File: src/rtl/io_master.sv
// io_master: CPU-side initiator for the 8-bit IO bus.
// Turns one-cycle requests into timed IO bus cycles (SETUP -> STROBE -> HOLD) with
// registered, glitch-free strobes, and returns read data with a one-cycle o_done pulse.
// Optional feature macro: IO_WAIT_EN adds i_ioNWait (peripheral wait) and o_timeout.
module io_master #(
  parameter int SETUP_CYCLES  = 1,
  parameter int STROBE_CYCLES = 2,
  parameter int HOLD_CYCLES   = 1,
  parameter int WAIT_MAX      = 8
) (
  input  logic       i_clk,
  input  logic       i_resetn,
  input  logic       i_req,
  input  logic       i_write,
  input  logic [7:0] i_addr,
  input  logic [7:0] i_wdata,
  output logic       o_busy,
  output logic       o_done,
  output logic [7:0] o_rdata,
  input  logic [7:0] i_bus,
  output logic [7:0] o_bus,
  output logic       o_busNOE,
  output logic       o_ioSelect,
  output logic [7:0] o_ioAddress,
  output logic       o_ioNOE,
  output logic       o_ioNWE
`ifdef IO_WAIT_EN
  ,
  input  logic       i_ioNWait,
  output logic       o_timeout
`endif
);

  // Phase lengths below 1 are clamped to 1.
  localparam int SetupEff  = (SETUP_CYCLES  < 1) ? 1 : SETUP_CYCLES;
  localparam int StrobeEff = (STROBE_CYCLES < 1) ? 1 : STROBE_CYCLES;
  localparam int HoldEff   = (HOLD_CYCLES   < 1) ? 1 : HOLD_CYCLES;
  localparam int WaitEff   = (WAIT_MAX      < 0) ? 0 : WAIT_MAX;

  // One counter width covers every phase length and the wait limit.
  localparam int MaxA   = (SetupEff > StrobeEff) ? SetupEff : StrobeEff;
  localparam int MaxB   = (HoldEff > WaitEff) ? HoldEff : WaitEff;
  localparam int MaxCnt = (MaxA > MaxB) ? MaxA : MaxB;
  localparam int CntW   = $clog2(MaxCnt + 1);

  localparam logic [CntW-1:0] SetupLd  = CntW'(SetupEff - 1);
  localparam logic [CntW-1:0] StrobeLd = CntW'(StrobeEff - 1);
  localparam logic [CntW-1:0] HoldLd   = CntW'(HoldEff - 1);

  typedef enum logic [1:0] {StIdle, StSetup, StStrobe, StHold} state_e;

  state_e          state_q, state_d;
  logic [CntW-1:0] cnt_q, cnt_d;
  logic            wr_q, wr_d;
  logic            sel_q, sel_d;
  logic [7:0]      addr_q, addr_d;
  logic            noe_q, noe_d;
  logic            nwe_q, nwe_d;
  logic            busnoe_q, busnoe_d;
  logic [7:0]      bus_q, bus_d;
  logic [7:0]      rdata_q, rdata_d;
  logic            done_q, done_d;
  logic            end_strobe;

`ifdef IO_WAIT_EN
  localparam logic [CntW-1:0] WaitLim = CntW'(WaitEff);
  logic [CntW-1:0] wcnt_q, wcnt_d;
  logic            to_q, to_d;
  logic            timeout_q, timeout_d;
`endif

  // Next-state and next-output decode; every bus output is registered from here.
  always_comb begin
    state_d    = state_q;
    cnt_d      = cnt_q;
    wr_d       = wr_q;
    sel_d      = sel_q;
    addr_d     = addr_q;
    noe_d      = noe_q;
    nwe_d      = nwe_q;
    busnoe_d   = busnoe_q;
    bus_d      = bus_q;
    rdata_d    = rdata_q;
    done_d     = 1'b0;
    end_strobe = 1'b0;
`ifdef IO_WAIT_EN
    wcnt_d     = wcnt_q;
    to_d       = to_q;
    timeout_d  = 1'b0;
`endif
    unique case (state_q)
      StIdle: begin
        if (i_req) begin
          state_d = StSetup;
          cnt_d   = SetupLd;
          wr_d    = i_write;
          sel_d   = 1'b1;
          addr_d  = i_addr;
          if (i_write) begin
            bus_d    = i_wdata;
            busnoe_d = 1'b0;
          end
`ifdef IO_WAIT_EN
          to_d = 1'b0;
`endif
        end
      end
      StSetup: begin
        if (cnt_q == '0) begin
          state_d = StStrobe;
          cnt_d   = StrobeLd;
          noe_d   = wr_q;
          nwe_d   = !wr_q;
`ifdef IO_WAIT_EN
          wcnt_d = '0;
`endif
        end else begin
          cnt_d = cnt_q - CntW'(1);
        end
      end
      StStrobe: begin
        if (cnt_q != '0) begin
          cnt_d = cnt_q - CntW'(1);
        end else begin
          end_strobe = 1'b1;
`ifdef IO_WAIT_EN
          // Extend the strobe while the peripheral holds wait low, up to the limit.
          if (!i_ioNWait) begin
            if (wcnt_q == WaitLim) begin
              to_d = 1'b1;
            end else begin
              end_strobe = 1'b0;
              wcnt_d     = wcnt_q + CntW'(1);
            end
          end
`endif
          if (end_strobe) begin
            state_d = StHold;
            cnt_d   = HoldLd;
            noe_d   = 1'b1;
            nwe_d   = 1'b1;
            if (!wr_q) begin
              rdata_d = i_bus;
            end
          end
        end
      end
      StHold: begin
        if (cnt_q == '0) begin
          state_d  = StIdle;
          sel_d    = 1'b0;
          busnoe_d = 1'b1;
          done_d   = 1'b1;
`ifdef IO_WAIT_EN
          timeout_d = to_q;
`endif
        end else begin
          cnt_d = cnt_q - CntW'(1);
        end
      end
      default: begin
        state_d = StIdle;
      end
    endcase
  end

  // State and output registers; reset releases the bus immediately.
  always_ff @(posedge i_clk or negedge i_resetn) begin
    if (!i_resetn) begin
      state_q  <= StIdle;
      cnt_q    <= '0;
      wr_q     <= 1'b0;
      sel_q    <= 1'b0;
      addr_q   <= 8'h00;
      noe_q    <= 1'b1;
      nwe_q    <= 1'b1;
      busnoe_q <= 1'b1;
      bus_q    <= 8'h00;
      rdata_q  <= 8'h00;
      done_q   <= 1'b0;
`ifdef IO_WAIT_EN
      wcnt_q    <= '0;
      to_q      <= 1'b0;
      timeout_q <= 1'b0;
`endif
    end else begin
      state_q  <= state_d;
      cnt_q    <= cnt_d;
      wr_q     <= wr_d;
      sel_q    <= sel_d;
      addr_q   <= addr_d;
      noe_q    <= noe_d;
      nwe_q    <= nwe_d;
      busnoe_q <= busnoe_d;
      bus_q    <= bus_d;
      rdata_q  <= rdata_d;
      done_q   <= done_d;
`ifdef IO_WAIT_EN
      wcnt_q    <= wcnt_d;
      to_q      <= to_d;
      timeout_q <= timeout_d;
`endif
    end
  end

  assign o_busy      = (state_q != StIdle);
  assign o_done      = done_q;
  assign o_rdata     = rdata_q;
  assign o_bus       = bus_q;
  assign o_busNOE    = busnoe_q;
  assign o_ioSelect  = sel_q;
  assign o_ioAddress = addr_q;
  assign o_ioNOE     = noe_q;
  assign o_ioNWE     = nwe_q;
`ifdef IO_WAIT_EN
  assign o_timeout   = timeout_q;
`endif

endmodule

File: config.mk
export PLATFORM = sky130hd
export DESIGN_NAME = io_master
export DESIGN_NICKNAME = d
export VERILOG_FILES = /design/src/rtl/io_master.sv
export SDC_FILE = /design/constraint.sdc
export NUM_CORES = 1
export LEC_CHECK = 0
export ABC_AREA = 1
export CAP_MARGIN = 0
export CORE_MARGIN = 2
export CORE_UTILIZATION = 42
export DETAILED_ROUTE_END_ITERATION = 12
export GPL_TIMING_DRIVEN = 0
export PLACE_DENSITY = 0.84
export SYNTH_ARGS = -nofsm -noshare
export SYNTH_HDL_FRONTEND = slang
export SYNTH_SLANG_ARGS = --single-unit
File: constraint.sdc
create_clock -name i_clk -period 1.51 [get_ports i_clk]
set_input_delay 0.302 -clock i_clk [delete_from_list [all_inputs] [get_ports i_clk]]
set_output_delay 0.302 -clock i_clk [all_outputs]
set_load 0.05 [all_outputs]
==> Word level (Yosys, flattened, before mapping) <==
Index checks and enable logic that the tools add are counted.
{ "totals": {"word_cells": 62, "in_bits": 28, "register_bits": 36, "out_inout_bits": 30} }
{ "op_classes": {"bitwise_logic": 2, "muxes": 24, "n_eq_ne": 9, "n_addsub": 1, "n_reduce_logical": 15} }
{ "op_table": {"columns": ["cell", "n"], "rows": [
  ["2-to-1 mux 4 bit", 4],
  ["case mux 4 bit (4 select lines)", 1],
  ["inequality test 2 bit, second input constant", 6],
  ["AND reduction 3 bit", 4],
  ["2-to-1 mux 1 bit", 10],
  ["2-to-1 mux 2 bit", 4],
  ["case mux 1 bit (2 select lines)", 4],
  ["case mux 2 bit (4 select lines)", 1],
  ["AND reduction 4 bit", 2],
  ["nonzero test 2 bit", 3],
  ["equality test 2 bit, second input constant", 2],
  ["zero test 4 bit", 1],
  ["AND reduction 2 bit", 2],
  ["nonzero test 4 bit", 1],
  ["subtractor 4 x 1 -> 4 bit, second input constant", 1],
  ["equality test 2 x 1 -> 1 bit, second input constant", 1],
  ["zero test 2 bit", 1],
  ["inverter 1 bit", 2],
  ["zero test 1 bit", 1]
]} }

==> Depth between registers and ports, before layout <==
{ "depth": {"word_depth": 3, "mapped_depth": 10} }

==> Least setup slack after synthesis <==
OpenSTA, ideal clock, no wires.
{ "synth_timing": {"path_kind": "register -> register", "startpoint": "reg state_q[0]", "endpoint": "reg state_q[0]", "slack_ns": 0.068, "setup_time_ns": 0.117, "path_stages_with_launch": 9, "t_arrival_ns": 1.325, "required_ns": 1.393, "synth_period_minus_slack_ns": 1.442, "path_cell_list": "dfrtp_1 -> inv_1 -> ha_1 -> inv_2 -> nor2_4 -> a21oi_4 -> nand2_1 -> nand2_1 -> nand2_1"} }
{ "synth_via": {"elab_chain_cells": 3} }
{ "synth_rtl": {"columns": ["item", "line_no", "rtl"], "rows": [
  ["from (decl)", "52", "state_e state_q, state_d;"],
  ["from (signal assigned)", "170", "state_q <= StIdle;"],
  ["from (signal assigned)", "187", "state_q <= state_d;"],
  ["equality test 2 bit, or another cell as far along", "91", "unique case (state_q)"],
  ["inequality test 2 bit (no line)", null, null],
  ["AND reduction 4 bit (no line)", null, null]
]} }
Several ways; a longest one is shown, not always the timed one.
A chain may end at the register's enable or synchronous reset.

==> Worst setup path in the final report <==
{ "layout_timing": {"startpoint": "reg state_q[1]", "endpoint": "out o_busy"} }
{ "layout_via": {"elab_chain_cells": 1} }
{ "layout_rtl": {"columns": ["item", "line_no", "rtl"], "rows": [
  ["nonzero test 2 bit", "206", "assign o_busy = (state_q != StIdle);"],
  ["to (decl)", "17", "output logic o_busy,"]
]} }
No other way between the ends.

==> qor.yml <==
route:
  vias: 1471
  drc: 0
  avgViaCountPerCell: 4.67
  wl_per_cell_um: 12.2
  drt_wl_total_um: 3840
  wl_met3_um: 180
  wl_met1_um: 1640
  ant_nets: 0
  dr_wl_met2_um: 2010
  drt_iter0_markers: 74
  topRoutingLayerUsed: "met4"
  drtPass1Iterations: 5
cells_and_area:
  postLayoutCoreUtil_pct: 62.3
  antenna_cells: 0
  instances_no_fill: 315
  layout-drive-gt1-share_pct: 18.1
  final_common_cell: "nand2_1"
  layout_common_cells: "83 x nand2_1, 33 x dfrtp_1, 25 x clkdlybuf4s50_1, 21 x inv_1"
  area_delta_synth_final_pct: 44.4
  fillCellCount: 346
  multiInputGateArea_um2: 719
  nets: 298
  regArea_um2: 905
floorplan:
  fp.dieH_um: 67.9
  pin_count: 58
  start_util_pct: 43.1
  fp-row-count: 23
  die_area_um2: 4600
  core-area_um2: 3970
  die_w_um: 67.9
clocking:
  cts_made_buffers: 5
  cts.hold.buffers_added: 0
  clkLatencyLatePin_ps: 280
  path_clk_slew_ps: 70
  cts.sinks: 36
  cts_root_buf: "clkbuf_8"
  clk_path_buf_depth: 2
  cts-htree-levels: 2
  cts_tree: "built"
worst_hold_path:
  worstHoldPathType: "input pin to async pin"
sta:
  final-setup-viol-count: 1
  fin_skew_ps: 4.90
  finalMaxSlewViolations: 0
  rsz0062_at_grt: "true"
  tightest_slew_ps: 811
  worst_slack_ps: -10.8
  fin_crit_sh_pct: 101
  hold_viol_final: 0
  relSlewSlack_pct: 46.0
  fin_crit_ps: 1520
  fmax_mhz: 658
critical_path:
  cp_cell_sequence: "inv_2 -> ha_4 -> inv_6 -> buf_8"
  start_kind: "flip-flop"
  cp_slowest_stage_delay_ps: 430
  crit_required_ps: 1210
  crit_type: "flip-flop to output pin"
  worstPathArrival_ps: 1220
  cp_max_fo: 5
  crit_slowest_cell: "dfrtp_1"
  critical_path_buf_inv_count: 3
  cp_top_family: "flip-flops"
  worst_setup_path_end_kind: "output pin"
power:
  ir_drop_mv: 1.17
  p_leak_nw: 1.30
  power_density_nw_per_um2: 2490
run:
  cap_violations: 0
synth:
  synthTopCellsByArea: "dfrtp_1 48%, nand2_1 19%, nand3_1 5.3%, inv_1 5.0%, dfstp_2 4.6%"
  yosysSeqAreaShare_pct: 52.8
  yosysTopAreaCell: "dfrtp_1"
  synth_seq_cells: 36
  synth_nets: 232
  avgSynthCellArea_um2: 8.65
  yosysTopAreaCellShare_pct: 48.2
  synth_cells: 198
  mappedNetlistArea_um2: 1710
  yosysWarningCount: 0
  synth.distinct_cells: 21
place:
  dpl.cell_count: 304
  io_buffers: 56
  gp_congestion: 0.854
  dp_hpwl_um: 2670
global_routing:
  grtUsageTotal_pct: 16.9
  antenna_found_initial: 0
  overflow: 0
  grt_max_degree: 37
  grt_pass1_wl_um: 5860
  grt_pass1_vias: 1352
run_status:
  status: "complete, but fails checks"
  failed_checks: "negative setup slack"
final cells by class:
cell class | instances | area share (%)
sequential | 36 | 36.6
timing repair buffer | 59 | 22.7
buffer | 3 | 1.06
clock buffer | 8 | 3.64
multi-input combinational | 133 | 29.1
tap | 50 | 2.53
inverter | 26 | 4.45
metal layers:
metal,GRT usage (%),up-vias
met5,0,-
met1,20.0,696
met4,3.75,0
met3,5.26,2
li1,-,740
met2,30.0,33
worst register-to-register path, stage by stage, from the launching register on:
cell	delay (ps)
dfrtp_1	430
inv_2	110
ha_4	200
nand2_2	170
inv_6	150
nand2_2	140
nand2_1	110
nand2_1	60
sequential cells by signal, summed over array words and instances (netlist names):
name / flops
state_q: 2
o_rdata: 8
o_ioNOE: 1
o_bus: 8
o_done: 1
o_ioNWE: 1
o_busNOE: 1
wr_q: 1
cnt_q: 4
o_ioSelect: 1
o_ioAddress: 8
cell families after synthesis:
| family | after synthesis | synth area share (%) |
|---|---|---|
| adder cells (fa/ha/maj) | 6 | 4.38 |
| AND/OR/NAND/NOR | 113 | 28.8 |
| flip-flops | 36 | 52.8 |
| AO/OA/AOI/OAI | 14 | 6.50 |
| buffers and inverters | 29 | 7.52 |
final timing paths:
path | start | to | slack (ps) | depth (start not counted)
setup / recovery | state_q[1]$_DFFE_PN0P_ | o_busy | -10 | 4
hold / removal | i_resetn | cnt_q[3]$_DFFE_PN0P_ | 110 | 1
setup reg to reg | state_q[1]$_DFFE_PN0P_ | o_bus[0]$_DFFE_PN0P_ | 40 | 7
hold reg to reg | o_bus[5]$_DFFE_PN0P_ | o_bus[5]$_DFFE_PN0P_ | 470 | 2
max in group asynchronous | i_resetn | o_ioAddress[5]$_DFFE_PN0P_ | 890 | 1
min in group i_clk | o_bus[5]$_DFFE_PN0P_ | o_bus[5]$_DFFE_PN0P_ | 470 | 2
timing repair:
action                     in CTS  in global routing
pin swaps                       0                  1
setup buffers                   0                  3
hold endpoints to repair        0                  0
resized for setup              43                 24
setup endpoints to repair      42                 30
power breakdown:
group	internal [mW]	leakage (nW)	switching (mW)
logic	1.16	0.807	2.62
clock network	0.372	0.0455	0.324
registers	1.43	0.443	0.264
total	2.96	1.30	3.20
cells in the mapped netlist, drive strengths merged:
cell and instances:
inv 26, nand3 19, nor2 4, dfstp 3, o21ai 12, nand4 1, buf 2, a21oi 2
clkbuf 1, dfrtp 33, ha 6, nand2 89
stage by stage:
step / hold slack [ps] / TNS (ps) / power (mW) / cell area, um^2 / setup WS [ps]
floorplan: 6.41 / 0 / 4.32 / 1710 / 68.2
finish: 110 / -10.8 / 6.17 / 2470 / -10.8
CTS: 138 / -152 / 5.96 / 2400 / -114
global route: 170 / -87.6 / 6.56 / 2470 / -32.0
global placement: 455 / -23400 / 5.36 / 2340 / -640
detailed placement: 444 / -1630 / 5.48 / 2330 / -517
(Power assumes the default switching activity.)
